**src/rtl/call_issuer_pkg.sv**
```systemverilog
// Shared types and defaults for the call issuer and its operand FIFO.
package call_issuer_pkg;

    localparam int unsigned DefaultWidth = 32;
    localparam int unsigned DefaultDepth = 4;

    typedef enum logic [2:0] {
        IDLE,
        ISSUE,
        WAIT_LOW,
        WAIT_HIGH,
        OUTPUT
    } call_state_t;

endpackage

```
**src/rtl/operand_fifo.sv**
```systemverilog
// Synchronous FIFO holding operand pairs; no bypass, head visible the cycle after a push.
module operand_fifo #(
    parameter int unsigned WIDTH = 32,
    parameter int unsigned DEPTH = 4
) (
    input  logic               clk_i,
    input  logic               rst_ni,
    input  logic               push_i,
    input  logic [2*WIDTH-1:0] data_i,
    input  logic               pop_i,
    output logic [2*WIDTH-1:0] data_o,
    output logic               full_o,
    output logic               empty_o
);

    localparam int unsigned PtrW = (DEPTH > 1) ? $clog2(DEPTH) : 1;

    logic [PtrW-1:0]    wr_ptr_q, wr_ptr_d;
    logic [PtrW-1:0]    rd_ptr_q, rd_ptr_d;
    logic [PtrW:0]      count_q, count_d;
    logic [2*WIDTH-1:0] mem_q [DEPTH];
    logic               do_push, do_pop;

    assign full_o  = (count_q == (PtrW + 1)'(DEPTH));
    assign empty_o = (count_q == '0);
    assign data_o  = mem_q[rd_ptr_q];

    assign do_push = push_i && !full_o;
    assign do_pop  = pop_i && !empty_o;

    // DEPTH is a power of two, so pointer overflow is the modulo wrap.
    always_comb begin
        wr_ptr_d = wr_ptr_q;
        rd_ptr_d = rd_ptr_q;
        count_d  = count_q;
        if (do_push) begin
            wr_ptr_d = wr_ptr_q + 1'b1;
        end
        if (do_pop) begin
            rd_ptr_d = rd_ptr_q + 1'b1;
        end
        unique case ({do_push, do_pop})
            2'b10:   count_d = count_q + 1'b1;
            2'b01:   count_d = count_q - 1'b1;
            default: count_d = count_q;
        endcase
    end

    always_ff @(posedge clk_i or negedge rst_ni) begin
        if (!rst_ni) begin
            wr_ptr_q <= '0;
            rd_ptr_q <= '0;
            count_q  <= '0;
            for (int i = 0; i < int'(DEPTH); i++) begin
                mem_q[i] <= '0;
            end
        end else begin
            wr_ptr_q <= wr_ptr_d;
            rd_ptr_q <= rd_ptr_d;
            count_q  <= count_d;
            if (do_push) begin
                mem_q[wr_ptr_q] <= data_i;
            end
        end
    end

endmodule

```
**src/rtl/call_issuer.sv**
```systemverilog
// Buffers operand pairs, drives one start/done callee invocation per pair and
// returns results in order on a valid/ready stream.
module call_issuer
    import call_issuer_pkg::*;
#(
    parameter int unsigned WIDTH = DefaultWidth,
    parameter int unsigned DEPTH = DefaultDepth
) (
    input  logic             clk,
    input  logic             reset,
    input  logic             in_valid,
    output logic             in_ready,
    input  logic [WIDTH-1:0] in_a,
    input  logic [WIDTH-1:0] in_b,
    output logic             call_start,
    output logic [WIDTH-1:0] call_a,
    output logic [WIDTH-1:0] call_b,
    input  logic [WIDTH-1:0] call_result,
    input  logic             call_done,
    output logic             out_valid,
    input  logic             out_ready,
    output logic [WIDTH-1:0] out_result
);

    call_state_t        state_q, state_d;
    logic               call_start_q, call_start_d;
    logic [WIDTH-1:0]   call_a_q, call_a_d;
    logic [WIDTH-1:0]   call_b_q, call_b_d;
    logic               out_valid_q, out_valid_d;
    logic [WIDTH-1:0]   out_result_q, out_result_d;
    logic               ready_en_q;

    logic               fifo_push, fifo_pop, fifo_full, fifo_empty;
    logic [2*WIDTH-1:0] fifo_head;

    // Keeps in_ready low until the first edge after reset release.
    assign in_ready  = ready_en_q && !fifo_full;
    assign fifo_push = in_valid && in_ready;
    assign fifo_pop  = (state_q == ISSUE);

    operand_fifo #(
        .WIDTH (WIDTH),
        .DEPTH (DEPTH)
    ) u_operand_fifo (
        .clk_i   (clk),
        .rst_ni  (reset),
        .push_i  (fifo_push),
        .data_i  ({in_a, in_b}),
        .pop_i   (fifo_pop),
        .data_o  (fifo_head),
        .full_o  (fifo_full),
        .empty_o (fifo_empty)
    );

    always_comb begin
        state_d      = state_q;
        call_start_d = 1'b0;
        call_a_d     = call_a_q;
        call_b_d     = call_b_q;
        out_valid_d  = out_valid_q;
        out_result_d = out_result_q;
        unique case (state_q)
            IDLE: begin
                // call_done high means the callee is idle and can take a start.
                if (!fifo_empty && call_done) begin
                    call_a_d     = fifo_head[2*WIDTH-1:WIDTH];
                    call_b_d     = fifo_head[WIDTH-1:0];
                    call_start_d = 1'b1;
                    state_d      = ISSUE;
                end
            end
            ISSUE: begin
                state_d = WAIT_LOW;
            end
            WAIT_LOW: begin
                if (!call_done) begin
                    state_d = WAIT_HIGH;
                end
            end
            WAIT_HIGH: begin
                if (call_done) begin
                    out_result_d = call_result;
                    out_valid_d  = 1'b1;
                    state_d      = OUTPUT;
                end
            end
            OUTPUT: begin
                if (out_ready) begin
                    out_valid_d = 1'b0;
                    state_d     = IDLE;
                end
            end
            default: begin
                state_d = IDLE;
            end
        endcase
    end

    always_ff @(posedge clk or negedge reset) begin
        if (!reset) begin
            state_q      <= IDLE;
            call_start_q <= 1'b0;
            call_a_q     <= '0;
            call_b_q     <= '0;
            out_valid_q  <= 1'b0;
            out_result_q <= '0;
            ready_en_q   <= 1'b0;
        end else begin
            state_q      <= state_d;
            call_start_q <= call_start_d;
            call_a_q     <= call_a_d;
            call_b_q     <= call_b_d;
            out_valid_q  <= out_valid_d;
            out_result_q <= out_result_d;
            ready_en_q   <= 1'b1;
        end
    end

    assign call_start = call_start_q;
    assign call_a     = call_a_q;
    assign call_b     = call_b_q;
    assign out_valid  = out_valid_q;
    assign out_result = out_result_q;

endmodule
```
**config.mk**
```make
export PLATFORM = sky130hd
export DESIGN_NAME = call_issuer
export DESIGN_NICKNAME = d
export VERILOG_FILES = /design/src/rtl/call_issuer_pkg.sv /design/src/rtl/operand_fifo.sv /design/src/rtl/call_issuer.sv
export SDC_FILE = /design/constraint.sdc
export NUM_CORES = 1
export LEC_CHECK = 0
export CORE_ASPECT_RATIO = 0.6
export CORE_MARGIN = 5
export CORE_UTILIZATION = 36
export CTS_BUF_LIST = sky130_fd_sc_hd__clkbuf_2 sky130_fd_sc_hd__clkbuf_4 sky130_fd_sc_hd__clkbuf_8
export DETAILED_ROUTE_END_ITERATION = 10
export PLACE_DENSITY = 0.64
export SLEW_MARGIN = 10
export SYNTH_ARGS = -nofsm -noshare
export SYNTH_HDL_FRONTEND = slang
export SYNTH_SLANG_ARGS = --single-unit
```
**constraint.sdc**
```tcl
create_clock -name clk -period 4.6 [get_ports clk]
set_clock_uncertainty 0.1 [all_clocks]
set_input_delay 0.69 -clock clk [delete_from_list [all_inputs] [get_ports clk]]
set_output_delay 0.69 -clock clk [all_outputs]
set_load 0.05 [all_outputs]
```
==> run_summary.xml <==
<?xml version="1.0" encoding="UTF-8"?>
<metrics>
  <group name="outcome">
    <metric name="run_status" unit="">completed</metric>
  </group>
  <group name="setup_path">
    <metric name="critical_path_class" unit="">reg -&gt; out</metric>
    <metric name="critPathMaxStageDelay" unit="ns">0.83</metric>
    <metric name="path_cells" unit="">nor3b_2 &gt; nor2b_1 &gt; clkdlybuf4s50_1</metric>
    <metric name="crit_required" unit="ns">3.81</metric>
    <metric name="timing.critical_path.buf_inv" unit="">1</metric>
    <metric name="setup.worst_path.start" unit="">u_operand_fifo.count_q[2]</metric>
    <metric name="endpoint_kind" unit="">output pin</metric>
    <metric name="path_delay_family" unit="">buffers and inverters</metric>
    <metric name="worstPathMaxFanout" unit="">6</metric>
    <metric name="critPathArrivalTime" unit="ns">2.22</metric>
    <metric name="critical_path.startpoint_type" unit="">flip-flop</metric>
    <metric name="worst_path_max_delay_cell" unit="">clkdlybuf4s50_1</metric>
    <metric name="worst_r2r_startpoint" unit="">u_operand_fifo.rd_ptr_q[0]</metric>
  </group>
  <group name="sta">
    <metric name="fin_crit_sh" unit="%">65.52</metric>
    <metric name="hold_viol_final" unit="">0</metric>
    <metric name="timing.final.ws_setup" unit="ns">1.586</metric>
    <metric name="pin_slew_with_the_least_headroom_to_its_limit" unit="ns">1.014</metric>
    <metric name="grt_setup_unrepaired" unit="">no</metric>
    <metric name="report.final.setup_viol" unit="">0</metric>
    <metric name="timing.fmax" unit="MHz">331.8</metric>
    <metric name="slew_headroom" unit="%">32.41</metric>
    <metric name="fin_setup_tns" unit="ns">0</metric>
    <metric name="period_minus_slack" unit="ns">3.014</metric>
    <metric name="finalMaxSlewViolations" unit="">0</metric>
  </group>
  <group name="synth">
    <metric name="synth_seq_area_share" unit="%">58.61</metric>
    <metric name="synthesis.area_per_instance" unit="um2">17.73</metric>
    <metric name="synth.distinct_cells" unit="">33</metric>
    <metric name="syn_area" unit="um2">15580</metric>
    <metric name="synth_nets" unit="">986</metric>
    <metric name="post_synth_inst_count" unit="">879</metric>
    <metric name="synth_warnings" unit="">0</metric>
    <metric name="synth_seq_cells" unit="">365</metric>
  </group>
  <group name="placement">
    <metric name="buffer_ports.inserted" unit="">199</metric>
    <metric name="dp_hpwl" unit="mm">21.37</metric>
    <metric name="placedInstanceArea" unit="um2">18010</metric>
    <metric name="pre_cts_slack" unit="ns">1.518</metric>
    <metric name="gpl_congestion" unit="">0.7006</metric>
  </group>
  <group name="detailed_routing">
    <metric name="route.detailed.wl_per_inst" unit="um">19.94</metric>
    <metric name="route.detailed.drc" unit="">0</metric>
    <metric name="antenna_left" unit="">0</metric>
    <metric name="firstDrtPassIters" unit="">4</metric>
    <metric name="dr.first_iter.drc_count" unit="">308</metric>
    <metric name="routed_wl" unit="mm">34.28</metric>
    <metric name="vias_post_dr" unit="">8331</metric>
    <metric name="vias_per_cell" unit="">4.846</metric>
  </group>
  <group name="layout">
    <metric name="drive_above_1_share" unit="%">47.46</metric>
    <metric name="most_common_cell_after_layout_fill_and_taps_aside" unit="">dfrtp_1</metric>
    <metric name="final_net_count" unit="">1209</metric>
    <metric name="area_growth" unit="%">22.95</metric>
    <metric name="fillCellCount" unit="">3799</metric>
    <metric name="finished_cell_area" unit="um2">19160</metric>
    <metric name="antenna_diode_count" unit="">0</metric>
    <metric name="commonest_non_fill_non_tap_cells_in_the_layout" unit="">363 x dfrtp_1, 304 x mux2_2, 198 x clkdlybuf4s50_1</metric>
  </group>
  <group name="clock_network">
    <metric name="cts_htree_levels" unit="">2</metric>
    <metric name="clock_path_buffers" unit="">3</metric>
    <metric name="cts_repair_resize_count" unit="">0</metric>
    <metric name="cts.sink_count" unit="">365</metric>
    <metric name="clock_tree.root_cell" unit="">clkbuf_8</metric>
    <metric name="hold_buffers" unit="">0</metric>
    <metric name="cts.clk_slew.worst_paths" unit="ns">0.06</metric>
    <metric name="cts_tree" unit="">built</metric>
    <metric name="worstSkewPairLatency" unit="ns">0.61</metric>
    <metric name="post_cts.repair.setup_buffers" unit="">0</metric>
    <metric name="cts_buffers" unit="">57</metric>
  </group>
  <group name="run">
    <metric name="max-cap-violations" unit="">0</metric>
  </group>
  <group name="floorplanning">
    <metric name="placement_rows" unit="">59</metric>
    <metric name="die-area" unit="um2">47690</metric>
    <metric name="chipWidth" unit="um">278.6</metric>
    <metric name="initial_core_util" unit="%">36.21</metric>
    <metric name="top_level_ports" unit="">200</metric>
    <metric name="floorplan.core_area" unit="um2">43040</metric>
    <metric name="floorplan.die.height" unit="um">171.2</metric>
  </group>
  <group name="global_route">
    <metric name="vias_in_the_first_global_route" unit="">9213</metric>
    <metric name="grt.total_usage" unit="%">14.37</metric>
    <metric name="grt_max_degree" unit="">109</metric>
    <metric name="initial_antenna_violation_count" unit="">7</metric>
    <metric name="global_route_wire_length_before_repair" unit="mm">54.21</metric>
    <metric name="congestion_overflow_gr" unit="">0</metric>
  </group>
  <group name="power">
    <metric name="leakage" unit="nW">8.002</metric>
    <metric name="power.density" unit="nW/um2">782.4</metric>
    <metric name="design_power_total" unit="mW">14.99</metric>
    <metric name="ir_worst_vdd" unit="uV">491.3</metric>
  </group>
  <group name="worst_hold_path">
    <metric name="timing.hold.worst.class" unit="">in -&gt; async</metric>
  </group>
</metrics>
sequential cells by signal, summed over array words and instances, names as in the netlist, 2 cells and up:
signal and count:
u_operand_fifo.rd_ptr_q 2, call_b 32, u_operand_fifo.count_q 3, u_operand_fifo.wr_ptr_q 2, out_result 32, u_operand_fifo.mem_q 256, state_q 3, call_a 32
kinds of logic after synthesis:
logic type / after synthesis / synth area share (%)
mux: 418 / 36.00
flops: 365 / 58.61
buf+inv: 58 / 3.372
simple gates: 21 / 0.9634
fa+ha+maj: 6 / 0.5299
xor+xnor: 6 / 0.3373
compound gates: 4 / 0.1606
other cells: 1 / 0.02406
per-stage QoR:
stage,std cells,hold slack (ns),utilization [%]
after global routing,1719,0.05685,44.52
after global placement,1622,0.3755,41.86
after CTS,1719,0.03241,44.52
after detailed placement,1622,0.3759,41.86
final,1719,0.03221,44.52
after floorplan,879,0.2944,-
worst paths after layout:
kind,endpoint,slack (ns),cells past startpoint
max,in_ready,1.59,3
min,call_b[18],0.03,1
max reg2reg,call_a[2],2.10,3
min reg2reg,u_operand_fifo.count_q[2],0.39,1
max in group asynchronous,u_operand_fifo.mem_q[52],3.20,2
min in group clk,u_operand_fifo.count_q[2],0.39,1
synthesized netlist by cell type:
cell	number	share of area, %
o41ai_1	1	0.056
nand3b_1	2	0.096
and4b_1	4	0.26
nand2b_1	1	0.040
buf_12	6	0.77
xor2_1	3	0.17
nor3_1	1	0.032
and3_1	2	0.080
nand2_1	1	0.024
nor3b_2	1	0.080
clkbuf_1	4	0.096
or3_4	1	0.072
dfrtp_1	365	59
mux4_2	64	9.2
a21oi_1	2	0.064
inv_1	6	0.14
xnor2_1	3	0.17
buf_4	4	0.19
mux2_2	304	22
nand3_1	1	0.032
buf_1	2	0.048
nor2b_1	1	0.040
ha_1	5	0.40
buf_2	12	0.39
mux2_4	49	4.7
fa_1	1	0.13
nand4_1	1	0.040
buf_6	24	1.7
a31oi_1	1	0.040
mux2i_1	1	0.064
and4_4	1	0.072
nor2_1	4	0.096
conb_1	1	0.024
per-layer routing:
layer / up-vias / track usage [%] / part of all wire, %
li1: 3694 / - / -
met1: 4375 / 20.48 / 48
met2: 186 / 21.03 / 43
met3: 62 / 5.237 / 7.1
met4: 14 / 3.631 / 1.6
met5: - / 0 / 0.23
power breakdown:
part           leakage [nW]  total (mW)  switching [mW]  internal, mW
registers              4.41        5.84            1.01          4.83
logic                  2.98        6.37            3.02          3.36
clock network         0.614        2.78            1.26          1.51
total                  8.00        15.0            5.29          9.70
final cells by class:
cell class	count	area [um2]	area share [%]
clock buffers	92	1110	5.792
flip-flops and latches	365	9141	47.71
well taps	579	724.4	3.781
clock inverters	5	35.03	0.1829
repair buffers	216	2187	11.42
inverters	6	22.52	0.1175
multi-input cells	456	5939	31.00
worst register-to-register path, cell delays in order, from the launching register on:
cell	delay, ns
dfrtp_4	0.89
buf_4	0.51
mux4_2	0.62
mux2_4	0.27
Note: power is estimated with default switching activity, not from simulation.
